`config.mk`:
```
export PLATFORM = sky130hd
export DESIGN_NAME = ss_digit_sched_flat
export DESIGN_NICKNAME = d
export VERILOG_FILES = /design/src/rtl/ss_pkg.sv /design/src/rtl/ss_digit_sched_if.sv /design/src/rtl/ss_refresh_timer.sv /design/src/rtl/ss_digit_sched.sv /design/src/flat_wrapper.sv
export SDC_FILE = /design/constraint.sdc
export NUM_CORES = 1
export LEC_CHECK = 0
export BUFFER_PORTS_ARGS = -buffer_cell sky130_fd_sc_hd__buf_2
export CORE_MARGIN = 3
export CORE_UTILIZATION = 50
export DETAILED_ROUTE_END_ITERATION = 8
export PLACE_DENSITY = 0.81
export REMOVE_ABC_BUFFERS = 1
export SLEW_MARGIN = 0
export SYNTH_ARGS = -nofsm -noshare
export SYNTH_HDL_FRONTEND = slang
export SYNTH_SLANG_ARGS = --single-unit
```
`constraint.sdc`:
```
create_clock -name clk -period 2.1 [get_ports clk]
set_clock_uncertainty 0.1 [all_clocks]
set_input_delay 0.42 -clock clk [delete_from_list [all_inputs] [get_ports clk]]
set_output_delay 0.42 -clock clk [all_outputs]
set_load 0.02 [all_outputs]
```
`src/rtl/ss_pkg.sv`:
```
// Shared types and constants for the seven-segment digit scheduler.
package ss_pkg;

  localparam int SEG_W = 7;
  localparam int NIB_W = 4;
  localparam logic [SEG_W-1:0] SEG_BLANK = 7'h7F;

  typedef enum logic [1:0] {
    IDLE   = 2'd0,
    DRIVE  = 2'd1,
    CAPT   = 2'd2,
    COMMIT = 2'd3
  } state_e;

endpackage

```
`src/rtl/ss_digit_sched_if.sv`:
```
// User-side request/display bundle plus the shared-decoder link of the scheduler.
interface ss_digit_sched_if #(
  parameter int DIGITS = 6
);
  import ss_pkg::*;

  logic [NIB_W*DIGITS-1:0] value;
  logic [DIGITS-1:0]       blank;
  logic                    load;
  logic [NIB_W-1:0]        dec_nib;
  logic [SEG_W-1:0]        dec_seg;
  logic [SEG_W*DIGITS-1:0] ss_out;
  logic                    busy;
  logic                    done;

  modport master (
    output value, blank, load, dec_seg,
    input  dec_nib, ss_out, busy, done
  );

  modport slave (
    input  value, blank, load, dec_seg,
    output dec_nib, ss_out, busy, done
  );

endinterface

```
`src/rtl/ss_refresh_timer.sv`:
```
// Idle-time counter that pulses expire after REFRESH_DIV consecutive run cycles.
module ss_refresh_timer #(
  parameter int REFRESH_DIV = 0
) (
  input  logic clk,
  input  logic rst,
  input  logic run,
  output logic expire
);

  generate
    if (REFRESH_DIV > 0) begin : g_timer
      localparam int CNT_W = (REFRESH_DIV > 1) ? $clog2(REFRESH_DIV) : 1;

      logic [CNT_W-1:0] cnt_q;
      logic [CNT_W-1:0] cnt_d;
      logic             hit_s;

      // Count while running; restart on expiry or whenever run drops.
      always_comb begin
        hit_s = run && (cnt_q == CNT_W'(REFRESH_DIV - 1));
        if (!run || hit_s) begin
          cnt_d = {CNT_W{1'b0}};
        end else begin
          cnt_d = cnt_q + CNT_W'(1);
        end
      end

      always_ff @(posedge clk) begin
        if (rst) begin
          cnt_q <= {CNT_W{1'b0}};
        end else begin
          cnt_q <= cnt_d;
        end
      end

      assign expire = hit_s;
    end else begin : g_off
      logic unused_ok;
      assign unused_ok = &{1'b0, clk, rst, run};
      assign expire    = 1'b0;
    end
  endgenerate

endmodule

```
`src/rtl/ss_digit_sched.sv`:
```
// Time-shares one external hex decoder across DIGITS positions, committing all
// decoded patterns to the display in a single cycle.
module ss_digit_sched
  import ss_pkg::*;
#(
  parameter int DIGITS      = 6,
  parameter int REFRESH_DIV = 0
) (
  input  logic            clk,
  input  logic            rst,
  ss_digit_sched_if.slave bus
);

  localparam int IDX_W = (DIGITS > 1) ? $clog2(DIGITS) : 1;

  state_e                           state_q, state_d;
  logic [IDX_W-1:0]                 idx_q, idx_d;
  logic [DIGITS-1:0][NIB_W-1:0]     shadow_value_q, shadow_value_d;
  logic [DIGITS-1:0]                shadow_blank_q, shadow_blank_d;
  logic [DIGITS-1:0][NIB_W-1:0]     pend_value_q, pend_value_d;
  logic [DIGITS-1:0]                pend_blank_q, pend_blank_d;
  logic                             pending_q, pending_d;
  logic [DIGITS-1:0][SEG_W-1:0]     staging_q, staging_d;
  logic [DIGITS-1:0][SEG_W-1:0]     ss_out_q, ss_out_d;
  logic [NIB_W-1:0]                 dec_nib_q, dec_nib_d;
  logic                             busy_q, busy_d;
  logic                             done_q, done_d;
  logic                             last_idx_s;
  logic                             refresh_run_s;
  logic                             refresh_expire_s;

  // A pending request must not be overtaken by an autonomous rescan.
  assign refresh_run_s = (state_q == IDLE) && !pending_q;

  ss_refresh_timer #(
    .REFRESH_DIV(REFRESH_DIV)
  ) u_refresh (
    .clk    (clk),
    .rst    (rst),
    .run    (refresh_run_s),
    .expire (refresh_expire_s)
  );

  // Scan sequencing, request capture and output staging.
  always_comb begin
    state_d        = state_q;
    idx_d          = idx_q;
    shadow_value_d = shadow_value_q;
    shadow_blank_d = shadow_blank_q;
    pend_value_d   = pend_value_q;
    pend_blank_d   = pend_blank_q;
    pending_d      = pending_q;
    staging_d      = staging_q;
    ss_out_d       = ss_out_q;
    last_idx_s     = (idx_q == IDX_W'(DIGITS - 1));

    if (bus.load && (state_q != IDLE)) begin
      pend_value_d = bus.value;
      pend_blank_d = bus.blank;
      pending_d    = 1'b1;
    end else begin
      pending_d    = pending_q;
    end

    case (state_q)
      IDLE: begin
        if (bus.load) begin
          shadow_value_d = bus.value;
          shadow_blank_d = bus.blank;
          idx_d          = {IDX_W{1'b0}};
          state_d        = DRIVE;
        end else if (refresh_expire_s) begin
          idx_d   = {IDX_W{1'b0}};
          state_d = DRIVE;
        end else begin
          state_d = IDLE;
        end
      end
      DRIVE: begin
        state_d = CAPT;
      end
      CAPT: begin
        staging_d[idx_q] = shadow_blank_q[idx_q] ? SEG_BLANK : bus.dec_seg;
        if (last_idx_s) begin
          state_d = COMMIT;
        end else begin
          idx_d   = idx_q + IDX_W'(1);
          state_d = DRIVE;
        end
      end
      COMMIT: begin
        ss_out_d = staging_q;
        // A load arriving on the commit cycle is newer than anything pending.
        if (bus.load) begin
          shadow_value_d = bus.value;
          shadow_blank_d = bus.blank;
          pending_d      = 1'b0;
          idx_d          = {IDX_W{1'b0}};
          state_d        = DRIVE;
        end else if (pending_q) begin
          shadow_value_d = pend_value_q;
          shadow_blank_d = pend_blank_q;
          pending_d      = 1'b0;
          idx_d          = {IDX_W{1'b0}};
          state_d        = DRIVE;
        end else begin
          state_d = IDLE;
        end
      end
      default: begin
        state_d = IDLE;
      end
    endcase

    busy_d = (state_d != IDLE);
    done_d = (state_d == COMMIT);
    if (state_d == DRIVE) begin
      dec_nib_d = shadow_value_d[idx_d];
    end else begin
      dec_nib_d = dec_nib_q;
    end
  end

  // State and datapath registers.
  always_ff @(posedge clk) begin
    if (rst) begin
      state_q        <= IDLE;
      idx_q          <= {IDX_W{1'b0}};
      shadow_value_q <= {(NIB_W*DIGITS){1'b0}};
      shadow_blank_q <= {DIGITS{1'b0}};
      pend_value_q   <= {(NIB_W*DIGITS){1'b0}};
      pend_blank_q   <= {DIGITS{1'b0}};
      pending_q      <= 1'b0;
      staging_q      <= {DIGITS{SEG_BLANK}};
      ss_out_q       <= {DIGITS{SEG_BLANK}};
      dec_nib_q      <= {NIB_W{1'b0}};
      busy_q         <= 1'b0;
      done_q         <= 1'b0;
    end else begin
      state_q        <= state_d;
      idx_q          <= idx_d;
      shadow_value_q <= shadow_value_d;
      shadow_blank_q <= shadow_blank_d;
      pend_value_q   <= pend_value_d;
      pend_blank_q   <= pend_blank_d;
      pending_q      <= pending_d;
      staging_q      <= staging_d;
      ss_out_q       <= ss_out_d;
      dec_nib_q      <= dec_nib_d;
      busy_q         <= busy_d;
      done_q         <= done_d;
    end
  end

  assign bus.ss_out  = ss_out_q;
  assign bus.dec_nib = dec_nib_q;
  assign bus.busy    = busy_q;
  assign bus.done    = done_q;

endmodule

```
`src/flat_wrapper.sv`:
```
// flat-port wrapper written by rule: the top's interface ports become plain ports
module ss_digit_sched_flat import ss_pkg::*;
#(
  parameter int DIGITS      = 6,
  parameter int REFRESH_DIV = 0
)
  (clk, rst, bus_value, bus_blank, bus_load, bus_dec_seg, bus_dec_nib, bus_ss_out, bus_busy, bus_done);
  ss_digit_sched_if #(.DIGITS(DIGITS)) bus_i ();
  input  logic clk;
  input  logic rst;
  input wire logic [$bits(bus_i.value)-1:0] bus_value;
  input wire logic [$bits(bus_i.blank)-1:0] bus_blank;
  input wire logic [$bits(bus_i.load)-1:0] bus_load;
  input wire logic [$bits(bus_i.dec_seg)-1:0] bus_dec_seg;
  output wire logic [$bits(bus_i.dec_nib)-1:0] bus_dec_nib;
  output wire logic [$bits(bus_i.ss_out)-1:0] bus_ss_out;
  output wire logic [$bits(bus_i.busy)-1:0] bus_busy;
  output wire logic [$bits(bus_i.done)-1:0] bus_done;
  assign bus_i.value = bus_value;
  assign bus_i.blank = bus_blank;
  assign bus_i.load = bus_load;
  assign bus_i.dec_seg = bus_dec_seg;
  assign bus_dec_nib = bus_i.dec_nib;
  assign bus_ss_out = bus_i.ss_out;
  assign bus_busy = bus_i.busy;
  assign bus_done = bus_i.done;
  ss_digit_sched #(.DIGITS(DIGITS), .REFRESH_DIV(REFRESH_DIV)) u_core (.clk(clk), .rst(rst), .bus(bus_i));
endmodule
```
==> impl_metrics.prom <==
# TYPE chip_impl_metric gauge
chip_impl_metric{name="detailedPlacementHpwl",unit="mm"} 10.6
chip_impl_metric{name="initial_utilization",unit="%"} 51.8
chip_impl_info{name="startpoint_type",value="flop"} 1
chip_impl_metric{name="filler_cell_count",unit=""} 980
chip_impl_info{name="failed_checks",value="setup timing"} 1
chip_impl_metric{name="cts_htree_levels",unit=""} 4
chip_impl_metric{name="critPathRequiredTime",unit="ns"} 2.27
chip_impl_metric{name="yosys_synthesis_warning_count",unit=""} 0
chip_impl_metric{name="numCtsBuffers",unit=""} 17
chip_impl_metric{name="postSynthCellCount",unit=""} 709
chip_impl_metric{name="vias",unit=""} 5532
chip_impl_metric{name="antenna_found_initial",unit=""} 0
chip_impl_metric{name="num-nets-final",unit=""} 863
chip_impl_metric{name="grt-ovfl-total",unit=""} 0
chip_impl_metric{name="timing.final.setup_violations",unit=""} 4
chip_impl_metric{name="floorplan_die_area",unit="mm²"} 0.0140
chip_impl_info{name="layout_common_cells",value="dfxtp_1 (153), nand2_1 (150), buf_2 (87)"} 1
chip_impl_metric{name="cellLeakagePower",unit="nW"} 3.28
chip_impl_metric{name="ys_seq_elements",unit=""} 156
chip_impl_info{name="crit_chain",value="inv_2 > ha_4 > or2_4 > and3b_2 > a222oi_1 > mux2i_1 > a22oi_1 > a311oi_1"} 1
chip_impl_metric{name="drc_errors",unit=""} 0
chip_impl_metric{name="final_hold_viol_count",unit=""} 0
chip_impl_metric{name="cp_data_arrival_time",unit="ns"} 2.44
chip_impl_metric{name="syn_avg_cell_area",unit="µm²"} 8.92
chip_impl_metric{name="netlist_cell_types",unit=""} 39
chip_impl_metric{name="worst-path-max-fanout",unit=""} 8
chip_impl_metric{name="clock_pin_slew_of_the_registers_on_the_worst_case_setup_and_hold_paths",unit="ns"} 0.06
chip_impl_metric{name="multi_input_area",unit="mm²"} 0.00303
chip_impl_metric{name="wl_per_cell",unit="µm"} 15.7
chip_impl_metric{name="gpl.final_weighted_congestion",unit=""} 0.879
chip_impl_metric{name="vdd_ir_drop_max",unit="V"} 0.000570
chip_impl_metric{name="drt_iter0_drc",unit=""} 539
chip_impl_metric{name="crit_path_max_incr_delay",unit="ns"} 0.45
chip_impl_metric{name="flow.area_growth_from_synthesis",unit="%"} 25.4
chip_impl_metric{name="syn-cell-area",unit="mm²"} 0.00632
chip_impl_info{name="worst_path_dominant_cell_family",value="compound AO/OA/AOI/OAI gates"} 1
chip_impl_metric{name="first_pass_grt_wire_length",unit="mm"} 25.6
chip_impl_metric{name="clock_latency",unit="ns"} 0.42
chip_impl_metric{name="timing.critical_path.buf_inv",unit=""} 1
chip_impl_metric{name="fin_setup_tns",unit="ns"} -0.477
chip_impl_metric{name="final.setup.worst_slack",unit="ns"} -0.171
chip_impl_metric{name="via_per_inst",unit=""} 5.54
chip_impl_info{name="crit_path_end_kind",value="flop"} 1
chip_impl_metric{name="num_antenna_cells",unit=""} 0
chip_impl_metric{name="antenna_left",unit=""} 0
chip_impl_metric{name="seqCellArea",unit="mm²"} 0.00313
chip_impl_metric{name="die_h",unit="µm"} 118
chip_impl_metric{name="seq_area_frac_synth",unit="%"} 49.4
chip_impl_metric{name="fin_util",unit="%"} 64.9
chip_impl_info{name="layout_commonest_cell",value="dfxtp_1"} 1
chip_impl_metric{name="io-pin-count",unit=""} 88
chip_impl_metric{name="std_cell_rows",unit=""} 40
chip_impl_metric{name="coreArea",unit="mm²"} 0.0122
chip_impl_metric{name="fin_crit_sh",unit="%"} 108
chip_impl_metric{name="groute.usage.overall",unit="%"} 22.3
chip_impl_info{name="timing_worst_setup_path_type",value="flop to flop"} 1
chip_impl_metric{name="die_width",unit="µm"} 118
chip_impl_metric{name="drive_above_1_share",unit="%"} 25.3
chip_impl_info{name="crit_path_top_delay_cell",value="a222oi_1"} 1
chip_impl_info{name="cts.root.buffer_cell",value="clkbuf_16"} 1
chip_impl_metric{name="drv_cap",unit=""} 0
chip_impl_metric{name="cts_max_path_buffers",unit=""} 2
chip_impl_metric{name="finalWorstPathRequiredPeriod",unit="ns"} 2.27
chip_impl_metric{name="placement.setup.worst_slack",unit="ns"} -0.202
chip_impl_metric{name="drt-total-wl",unit="mm"} 15.7
chip_impl_info{name="run_status",value="finished, violations left"} 1
chip_impl_metric{name="sink_count",unit=""} 156
chip_impl_metric{name="power-per-cell-area",unit="mW/mm²"} 898
chip_impl_metric{name="placed_area",unit="mm²"} 0.00717
chip_impl_info{name="hold_path_class",value="primary input to flop"} 1
chip_impl_metric{name="layout.cell_area.non_filler",unit="mm²"} 0.00793
chip_impl_metric{name="port_buffers",unit=""} 87
chip_impl_metric{name="final_slew_viol_count",unit=""} 0
chip_impl_info{name="rsz0062_at_grt",value="true"} 1
chip_impl_metric{name="worst_slew_margin_rel",unit="%"} 51.7
chip_impl_info{name="tritoncts",value="yes"} 1
chip_impl_metric{name="detailedRoute.firstPassIterationCount",unit=""} 6
chip_impl_metric{name="first_global_vias",unit=""} 5196
chip_impl_metric{name="achievable-frequency",unit="MHz"} 440
chip_impl_metric{name="grt_max_degree",unit=""} 75
chip_impl_metric{name="max_slew.worst_pin.slew",unit="ns"} 0.725
synthesized netlist by cell type:
library cell | count | area, µm²
nor3_2 | 1 | 10.0
a221oi_1 | 1 | 8.76
a32o_1 | 1 | 10.0
o31ai_1 | 1 | 7.51
a21oi_1 | 34 | 170
o311a_1 | 16 | 160
a211oi_1 | 6 | 45.0
inv_1 | 3 | 11.3
o22ai_2 | 1 | 12.5
and3b_1 | 1 | 8.76
nand2b_1 | 20 | 125
dfxtp_1 | 156 | 3120
nor3_1 | 2 | 10.0
mux2_2 | 1 | 11.3
mux2_1 | 1 | 11.3
ha_1 | 6 | 75.1
and2_1 | 3 | 18.8
a31oi_1 | 16 | 100
a311oi_1 | 4 | 35.0
nand3_1 | 5 | 25.0
buf_1 | 6 | 22.5
a222oi_1 | 8 | 80.1
nor3b_1 | 1 | 7.51
a22oi_1 | 4 | 30.0
o22ai_1 | 17 | 106
nand3b_1 | 4 | 30.0
buf_2 | 10 | 50.1
nand2_1 | 152 | 571
nor2b_1 | 6 | 37.5
nor2_1 | 69 | 259
a22o_1 | 1 | 8.76
o211ai_1 | 42 | 315
or3b_1 | 1 | 8.76
o21a_1 | 1 | 7.51
mux2i_1 | 61 | 611
buf_6 | 3 | 33.8
clkbuf_1 | 41 | 154
or2_1 | 1 | 6.26
inv_2 | 2 | 7.51
tightest hold or removal path: cells and delay by family:
family | cells | cell delay [ns]
AOI/OAI and AO/OA | 1 | 0.05
buffers and inverters | 1 | 0.10
and+or+nand+nor | 1 | 0.05
cell families (layout without fill, tap and decap cells):
logic type	Yosys count	in the layout	share of synthesized area, %
AO/OA/AOI/OAI	153	153	17.3
adder cells (fa/ha/maj)	6	6	1.19
buffers and inverters	65	186	4.41
flip-flops	156	156	49.4
multiplexers	63	63	10.0
AND/OR/NAND/NOR	266	266	17.7
metrics by stage:
stage,hold WS [ns],power (mW),instances
floorplan,0.330,3.62,649
global placement,0.341,3.96,961
detailed placement,0.350,3.99,961
CTS,0.130,7.13,996
global route,0.138,7.37,998
finish,0.139,7.12,998
timing repair:
| action | in CTS | in global routing |
|---|---|---|
| setup buffers | 3 | 2 |
| hold buffers | 0 | 0 |
| gates resized for setup | 23 | 10 |
| pin swaps | 11 | 8 |
| endpoints found under the setup margin | 4 | 17 |
registers in the layout, indices dropped and copies added, names as in the netlist:
name	count
u_core.shadow_blank_q	6
u_core.pending_q	1
u_core.bus.done	1
u_core.pend_blank_q	6
u_core.bus.ss_out	42
u_core.idx_q	3
u_core.bus.dec_nib	4
u_core.pend_value_q	24
u_core.bus.busy	1
u_core.shadow_value_q	24
u_core.state_q	2
u_core.staging_q	42
layout make-up:
type,instances,area share (%)
Timing Repair Buffer,149,11.8
Clock buffer,17,5.37
Inverter,5,0.237
Sequential cell,156,39.5
Multi-Input combinational cell,488,38.2
Clock inverter,15,2.32
Tap cell,168,2.65
worst paths after layout:
path         cells after the start  slack, ns                           startpoint                                   to
max                              8      -0.17         u_core.state_q[1]$_SDFF_PP0_   u_core.bus.dec_nib[3]$_SDFFE_PP0N_
min                              3       0.14                         bus_value[2]  u_core.pend_value_q[2]$_SDFFE_PP0P_
min reg2reg                      2       0.36  u_core.pend_blank_q[4]$_SDFFE_PP0P_  u_core.pend_blank_q[4]$_SDFFE_PP0P_
max reg2reg                      8      -0.17         u_core.state_q[1]$_SDFF_PP0_   u_core.bus.dec_nib[3]$_SDFFE_PP0N_
routing by layer:
metal | share of wire (%) | vias to the layer above | GRT usage (%)
met2 | 50 | 197 | 37.5
li1 | - | 2712 | -
met4 | 1.7 | 0 | 8.04
met3 | 6.2 | 22 | 5.65
met5 | 0 | - | 0
met1 | 42 | 2601 | 27.9
power breakdown:
group          leakage [nW]  internal, mW  switching (mW)
combinational          1.71         0.357           0.488
sequential             1.27          3.07          0.0625
clock                 0.297          1.89            1.25
total                  3.28          5.31            1.80
No activity file was read; power rests on OpenSTA's default activity.
